**src/rtl/sva_result_collector.sv**
```systemverilog
// sva_result_collector
//   Collects the per-evaluation pulses of an SVA-FSM checker (succ, fail,
//   lazy_succ) into gclk periods. The periods are delimited by tick, the
//   checker's gclk posedge flag. One record per non-empty period goes into a
//   small first-word-fall-through FIFO. The block also keeps saturating
//   totals, the index of the first failing period and a sticky verdict.
//
// Ports
//   sys_clk, sys_rst   clock; synchronous active-low reset
//   tick               closes the current period (its pulses belong to it)
//   succ/fail/lazy_succ checker pulses, any combination per cycle
//   clr                synchronous clear, same effect as reset
//   rec_valid/rec_ready FIFO head handshake; rec_period/succ/fail/lazy = head
//   tot_succ/fail/lazy saturating totals over closed periods
//   first_fail_valid/first_fail_period  first period with a fail
//   verdict            0 IDLE, 1 PENDING, 2 PASS, 3 FAIL
//   drop_cnt           saturating count of records lost to a full FIFO
//   overflow           sticky: drop or any counter saturation
module sva_result_collector #(
  parameter int CNT_WIDTH    = 8,
  parameter int TOT_WIDTH    = 16,
  parameter int PERIOD_WIDTH = 16,
  parameter int FIFO_DEPTH   = 4
) (
  input  logic                    sys_clk,
  input  logic                    sys_rst,
  input  logic                    tick,
  input  logic                    succ,
  input  logic                    fail,
  input  logic                    lazy_succ,
  input  logic                    clr,
  output logic                    rec_valid,
  input  logic                    rec_ready,
  output logic [PERIOD_WIDTH-1:0] rec_period,
  output logic [CNT_WIDTH-1:0]    rec_succ,
  output logic [CNT_WIDTH-1:0]    rec_fail,
  output logic [CNT_WIDTH-1:0]    rec_lazy,
  output logic [TOT_WIDTH-1:0]    tot_succ,
  output logic [TOT_WIDTH-1:0]    tot_fail,
  output logic [TOT_WIDTH-1:0]    tot_lazy,
  output logic                    first_fail_valid,
  output logic [PERIOD_WIDTH-1:0] first_fail_period,
  output logic [1:0]              verdict,
  output logic [TOT_WIDTH-1:0]    drop_cnt,
  output logic                    overflow
);

  localparam int PTR_W = $clog2(FIFO_DEPTH);

  typedef enum logic [1:0] {
    V_IDLE    = 2'd0,
    V_PENDING = 2'd1,
    V_PASS    = 2'd2,
    V_FAIL    = 2'd3
  } verdict_t;

  // Returns {saturated, value}: value+pulse, held at all-ones.
  function automatic logic [CNT_WIDTH:0] sat_inc_cnt(input logic [CNT_WIDTH-1:0] c,
                                                     input logic p);
    if (p && (c == {CNT_WIDTH{1'b1}})) return {1'b1, c};
    return {1'b0, c + {{(CNT_WIDTH-1){1'b0}}, p}};
  endfunction

  // Returns {saturated, value}: total+count, clamped to all-ones.
  function automatic logic [TOT_WIDTH:0] sat_add_tot(input logic [TOT_WIDTH-1:0] t,
                                                     input logic [CNT_WIDTH-1:0] c);
    logic [TOT_WIDTH:0] s;
    s = {1'b0, t} + (TOT_WIDTH+1)'(c);
    if (s[TOT_WIDTH]) return {1'b1, {TOT_WIDTH{1'b1}}};
    return s;
  endfunction

  logic [CNT_WIDTH-1:0]    p_succ, p_fail, p_lazy;
  logic [PERIOD_WIDTH-1:0] period_idx;
  logic [PTR_W:0]          wr_ptr, rd_ptr;
  logic [PERIOD_WIDTH-1:0] mem_period [FIFO_DEPTH];
  logic [CNT_WIDTH-1:0]    mem_succ   [FIFO_DEPTH];
  logic [CNT_WIDTH-1:0]    mem_fail   [FIFO_DEPTH];
  logic [CNT_WIDTH-1:0]    mem_lazy   [FIFO_DEPTH];
  verdict_t                state_q, state_d;

  logic [CNT_WIDTH:0]      inc_s, inc_f, inc_l;
  logic [TOT_WIDTH:0]      add_s, add_f, add_l;
  logic [CNT_WIDTH-1:0]    c_succ, c_fail, c_lazy;
  logic                    cnt_sat, tot_sat, has_rec, full, pop, push, drop;

  // Closing counts: running count plus this cycle's pulses
  always_comb begin
    inc_s   = sat_inc_cnt(p_succ, succ);
    inc_f   = sat_inc_cnt(p_fail, fail);
    inc_l   = sat_inc_cnt(p_lazy, lazy_succ);
    c_succ  = inc_s[CNT_WIDTH-1:0];
    c_fail  = inc_f[CNT_WIDTH-1:0];
    c_lazy  = inc_l[CNT_WIDTH-1:0];
    cnt_sat = inc_s[CNT_WIDTH] | inc_f[CNT_WIDTH] | inc_l[CNT_WIDTH];
    add_s   = sat_add_tot(tot_succ, c_succ);
    add_f   = sat_add_tot(tot_fail, c_fail);
    add_l   = sat_add_tot(tot_lazy, c_lazy);
    tot_sat = add_s[TOT_WIDTH] | add_f[TOT_WIDTH] | add_l[TOT_WIDTH];
    has_rec = (c_succ != '0) || (c_fail != '0) || (c_lazy != '0);
  end

  // FIFO control; extra pointer bit separates full from empty. A pop in the
  // same cycle frees the slot a push into a full FIFO lands in.
  assign full      = (wr_ptr[PTR_W] != rd_ptr[PTR_W]) &&
                     (wr_ptr[PTR_W-1:0] == rd_ptr[PTR_W-1:0]);
  assign rec_valid = (wr_ptr != rd_ptr);
  assign pop       = rec_valid && rec_ready;
  assign push      = tick && has_rec && (!full || pop);
  assign drop      = tick && has_rec && full && !pop;

  assign rec_period = mem_period[rd_ptr[PTR_W-1:0]];
  assign rec_succ   = mem_succ[rd_ptr[PTR_W-1:0]];
  assign rec_fail   = mem_fail[rd_ptr[PTR_W-1:0]];
  assign rec_lazy   = mem_lazy[rd_ptr[PTR_W-1:0]];

  // Accumulation, totals and FIFO storage
  always_ff @(posedge sys_clk) begin
    if (!sys_rst || clr) begin
      p_succ            <= '0;
      p_fail            <= '0;
      p_lazy            <= '0;
      period_idx        <= '0;
      tot_succ          <= '0;
      tot_fail          <= '0;
      tot_lazy          <= '0;
      first_fail_valid  <= 1'b0;
      first_fail_period <= '0;
      drop_cnt          <= '0;
      overflow          <= 1'b0;
      wr_ptr            <= '0;
      rd_ptr            <= '0;
      for (int i = 0; i < FIFO_DEPTH; i++) begin
        mem_period[i] <= '0;
        mem_succ[i]   <= '0;
        mem_fail[i]   <= '0;
        mem_lazy[i]   <= '0;
      end
    end else begin
      if (tick) begin
        p_succ     <= '0;
        p_fail     <= '0;
        p_lazy     <= '0;
        period_idx <= period_idx + 1'b1;
        tot_succ   <= add_s[TOT_WIDTH-1:0];
        tot_fail   <= add_f[TOT_WIDTH-1:0];
        tot_lazy   <= add_l[TOT_WIDTH-1:0];
        if ((c_fail != '0) && !first_fail_valid) begin
          first_fail_valid  <= 1'b1;
          first_fail_period <= period_idx;
        end
      end else begin
        p_succ <= c_succ;
        p_fail <= c_fail;
        p_lazy <= c_lazy;
      end
      if (push) begin
        mem_period[wr_ptr[PTR_W-1:0]] <= period_idx;
        mem_succ[wr_ptr[PTR_W-1:0]]   <= c_succ;
        mem_fail[wr_ptr[PTR_W-1:0]]   <= c_fail;
        mem_lazy[wr_ptr[PTR_W-1:0]]   <= c_lazy;
        wr_ptr                        <= wr_ptr + 1'b1;
      end
      if (pop) rd_ptr <= rd_ptr + 1'b1;
      if (drop && (drop_cnt != {TOT_WIDTH{1'b1}})) drop_cnt <= drop_cnt + 1'b1;
      if (drop || cnt_sat || (tick && tot_sat)) overflow <= 1'b1;
    end
  end

  // Verdict FSM, advanced only at tick; a fail in the period always wins
  always_ff @(posedge sys_clk) begin
    if (!sys_rst || clr) state_q <= V_IDLE;
    else                 state_q <= state_d;
  end

  always_comb begin
    state_d = state_q;
    if (tick) begin
      if (c_fail != '0) begin
        state_d = V_FAIL;
      end else begin
        case (state_q)
          V_IDLE, V_PENDING: state_d = (add_s[TOT_WIDTH-1:0] != '0) ? V_PASS : V_PENDING;
          default:           state_d = state_q;
        endcase
      end
    end
  end

  assign verdict = state_q;

endmodule

```
**config.mk**
```make
export PLATFORM = sky130hd
export DESIGN_NAME = sva_result_collector
export DESIGN_NICKNAME = d
export VERILOG_FILES = /design/src/rtl/sva_result_collector.sv
export SDC_FILE = /design/constraint.sdc
export NUM_CORES = 1
export LEC_CHECK = 0
export ABC_AREA = 0
export BUFFER_PORTS_ARGS = -buffer_cell sky130_fd_sc_hd__buf_2
export CORE_MARGIN = 2
export CORE_UTILIZATION = 45
export CTS_BUF_LIST = sky130_fd_sc_hd__clkbuf_16
export DETAILED_ROUTE_END_ITERATION = 7
export PLACE_DENSITY = 0.7
export SLEW_MARGIN = 15
export SYNTH_ARGS = -nofsm -noshare
export SYNTH_HDL_FRONTEND = slang
export SYNTH_SLANG_ARGS = --single-unit
```
**constraint.sdc**
```tcl
create_clock -name sys_clk -period 8.75 [get_ports sys_clk]
set_input_delay 1.75 -clock sys_clk [delete_from_list [all_inputs] [get_ports sys_clk]]
set_output_delay 1.75 -clock sys_clk [all_outputs]
set_load 0.1 [all_outputs]
```
# Yosys cells after proc, flatten, opt, wreduce, memory -nomap -nowiden
# Memories as Yosys holds them, arrays and structs flattened. A register that Yosys moved wholly into a read port is not among the register bits.
# Index checks and enable logic that the tools add are counted.
# word_totals
ff_bits	130
latchBits	0
mem_bits_rw	160
romBits	0
in_bits	8
output_inout_bits	125
elab_cells	122
memories	4
# op_classes
n_addsub	10
n_mul	0
n_div	0
magnitude_cmp	0
eq_ne	8
shift	0
n_mux	46
n_bitwise	4
reduce_logical	36
# mem_list
name	depth	word_bits	rd	rd_clocked_by_memory_dff	write_ports	line_no	source
mem_period	4	16	1	1	4	76	logic [PERIOD_WIDTH-1:0] mem_period [FIFO_DEPTH];
mem_fail	4	8	1	1	4	78	logic [CNT_WIDTH-1:0] mem_fail [FIFO_DEPTH];
mem_lazy	4	8	1	1	4	79	logic [CNT_WIDTH-1:0] mem_lazy [FIFO_DEPTH];
mem_succ	4	8	1	1	4	77	logic [CNT_WIDTH-1:0] mem_succ [FIFO_DEPTH];
# ops
cell	n
$mux W17	6
$mux W9	6
$add A16 B8 Y17	3
$add A16 B1 Y16 const B	2
$mux W2	15
$add A8 B1 Y8	3
$eq A8 B8 Y1 const B	3
$mux W8	3
$reduce_bool A8 Y1	3
$reduce_or A8 Y1	3
$mux W16	1
$ne A16 B16 Y1 const B	1
$reduce_bool A16 Y1	1
$reduce_or A16 Y1	1
$mux W1	15
$logic_and A1 B1 Y1	12
$add A3 B1 Y3 const B	2
$logic_or A1 B1 Y1	6
$logic_not A1 Y1	4
$or A1 B1 Y1	4
$reduce_and A2 Y1	2
$reduce_or A2 Y1	2
$ne A3 B3 Y1	1
$eq A2 B1 Y1 const B	1
4 further kinds	4

# Depth between registers and ports, before layout
# logic_depth
ltp_word	14
ltp_mapped	16

# Worst setup path before layout
# Ideal clock, no wire load.
# synth_path
path_type	input to register
start	in fail
end	mem mem_fail[1][0] (enable)
setup_ns	0.532
arrival_time_ns	4.693
path_slack_ns	3.524
stages	11
path_buffers	2
path_cell_list	ha_1 ha_1 nand3_1 nor2_1 or3_1 a2111o_1 o41a_1 buf_6 nand3_2 buf_2 nand2_1
# synth_rtl
element	line_no	source
from (decl)	29	input logic fail,
to (decl)	78	

==> out/qor.yml <==
crit_path_start: "lazy_succ"
avgSynthCellArea_sq_um: 10.9
grt.overflow.total: 0
synth.area.top_cells: "edfxtp_1 34%, dfxtp_1 19%, mux4_2 6.4%"
post_drt_wl_per_cell_um: 18.6
grt_usage_pct: 20.1
rsz0062_at_grt: "false"
cts_resized: 0
cp-start-kind: "input pin"
required_ns: 8.81
synth_edf_count: 160
timing.hold.ws_ns: 0.484
drive_gt1_share_pct: 18.9
p_leak_nw: 6.35
postCtsHoldBufs: 0
yosysTopAreaCell: "edfxtp_1"
setup_tns_ns: 0
nets: 1437
skew_ns: 0.0167
p_per_area_nw_per_um2: 185
fp-row-count: 64
cts_buffer_depth: 3
dieWidth_um: 181
initial_core_util_pct: 45.9
num_vias: 10415
ys_types: 71
cts_tree: "built"
synth-async-reset-ratio_pct: 0
drtAntennaViolNets: 0
fin_util_pct: 51.9
worstHoldStart: "first_fail_period[3]"
globalplace.congestion: 0.846
mappedNetlistArea_sq_um: 14100
layout_commonest_cell: "nor2_1"
slew_violations: 0
ys_seq_area_share_pct: 52.9
drc: 0
synthCells: 1290
cts.sinks: 292
antenna_found_initial: 1
r2r_start: "p_succ[7]"
hold_path_class: "flip-flop to flip-flop"
fin_crit_ns: 5.22
die_y_um: 181
h-tree-depth: 1
yosysTopAreaCellShare_pct: 34.2
grt_max_degree: 82
dp_hpwl_mm: 22.4
worstPathMaxFanout: 40
status: "complete, no violations"
crit_arrival_ns: 5.29
viasPerCell: 5.75
synth-seq-cells: 292
crit_type: "input pin to flip-flop"
end_kind: "flip-flop"
cts_setup_buffers: 0
max_freq_mhz: 191
cts-root-buf: "clkbuf_16"
path_clk_slew_ns: 0.06
clock_latency_ns: 0.56
io_buffers: 132
n_fill_cell: 2720
dieArea_sq_um: 32700
grt_pass1_wl_mm: 53.7
pin_count: 133
synth_nets: 1336
drt-pass1-iter-count: 5
cts_buffers: 30
drtIter0Drc: 830
area_growth_syn_to_layout_pct: 13.3
finalWirelength_mm: 33.6
core_sq_um: 30700
synthFlopType: "edfxtp_1"
first_global_vias: 9848
maxCapViolations: 0
hold_viol_final: 0
period_share_pct: 59.7
final_cell_mix: "205 x nor2_1, 160 x edfxtp_1, 132 x buf_2"
worst_slew_pin_slew_ns: 1.09
setup_violations: 0
yosys_warnings: 0
max_slew_margin_pct: 27.1
peakVddDrop_mv: 0.142
[flip-flops by register name, summed over array words and instances (netlist names), named ones only]
register           flops
drop_cnt              16
first_fail_period     16
first_fail_valid       1
mem_fail              32
mem_lazy              32
mem_period            64
mem_succ              32
overflow               1
p_fail                 8
p_lazy                 8
p_succ                 8
period_idx            16
rd_ptr                 3
tot_fail              16
tot_lazy              16
tot_succ              16
verdict                2
wr_ptr                 3
[worst max-delay path, stage by stage]
cell and delay [ns]:
buf_2 0.12, ha_1 0.22, nand2_1 0.09, nor3_1 0.24, mux2i_1 0.71, nand4_1 0.32, o41a_1 0.40, buf_4 0.24
nand3_2 0.44, nand2_2 0.71
[cells in the mapped netlist (4+ instances only)]
cell,count
nand2_1,56
buf_1,7
o311ai_0,5
a31oi_1,13
nor3_1,28
o2111ai_1,4
nand2b_1,9
buf_2,9
xor2_1,19
buf_6,4
o211ai_1,5
mux4_2,40
a211o_1,5
xnor2_1,25
mux2i_1,27
o21ai_0,28
a211oi_1,9
nor2b_1,10
o221a_2,12
and4_1,10
nor4_1,7
a21oi_1,65
and2_1,50
o31ai_1,13
o21ai_1,7
and3_1,39
a311oi_1,6
edfxtp_1,160
inv_1,43
nor2_1,205
or2_2,8
nand3_1,41
or3_1,7
ha_1,35
nand4_1,16
a21o_1,9
clkbuf_1,51
nor3b_1,4
dfxtp_1,132
or4_1,14
[report_power, final]
| group | switching [W] | total (W) | internal, W | leakage, nW |
|---|---|---|---|---|
| clock | 0.000529 | 0.00119 | 0.000666 | 0.467 |
| combinational | 0.000202 | 0.000255 | 0.0000534 | 3.04 |
| sequential | 0.0000163 | 0.00150 | 0.00148 | 2.84 |
| total | 0.000747 | 0.00295 | 0.00220 | 6.35 |
[stage by stage]
stage / cell area [sq um] / cells / power [W] / setup slack, ns
finish: 15900 / 1812 / 0.00295 / 3.53
global route: 15900 / 1811 / 0.00304 / 3.22
CTS: 15900 / 1811 / 0.00297 / 3.51
detailed placement: 15000 / 1755 / 0.00179 / 2.94
global placement: 15000 / 1755 / 0.00178 / 2.92
floorplan: 14100 / 1290 / 0.00173 / 3.52
[cells by family after synthesis]
kind of cell / synth area share, %
buffers and inverters: 3.56
DFF: 52.9
xor gates and xnor gates: 2.74
AOI/OAI and AO/OA: 10.5
and+or+nand+nor: 18.4
muxes: 8.33
adders and majority gates: 3.54
[routing by layer]
metal | up-vias | global-route usage (%) | part of all wire [%]
li1 | 4958 | - | -
met4 | 0 | 5.00 | 1.8
met5 | - | 0 | 0
met3 | 43 | 3.57 | 6.7
met1 | 5084 | 28.7 | 45
met2 | 330 | 32.0 | 46
[layout make-up]
cell class | count | area (sq um) | area share (%)
multi-input combinational | 879 | 6150 | 38.6
inverter | 44 | 165 | 1.04
timing repair buffer | 144 | 751 | 4.71
sequential | 292 | 7450 | 46.8
tap | 396 | 495 | 3.11
clock buffer | 31 | 776 | 4.87
antenna | 1 | 2.50 | 0.0157
clock inverter | 25 | 141 | 0.888
[final timing paths]
check	to	slack [ns]	depth (start not counted)
worst min-delay path	first_fail_period[3]	0.48	2
worst min register to register	first_fail_period[3]	0.48	2
worst max-delay path	mem_period[2][14]	3.53	10
worst max register to register	verdict[1]	4.42	12
Note: power is estimated with default switching activity, not from simulation.
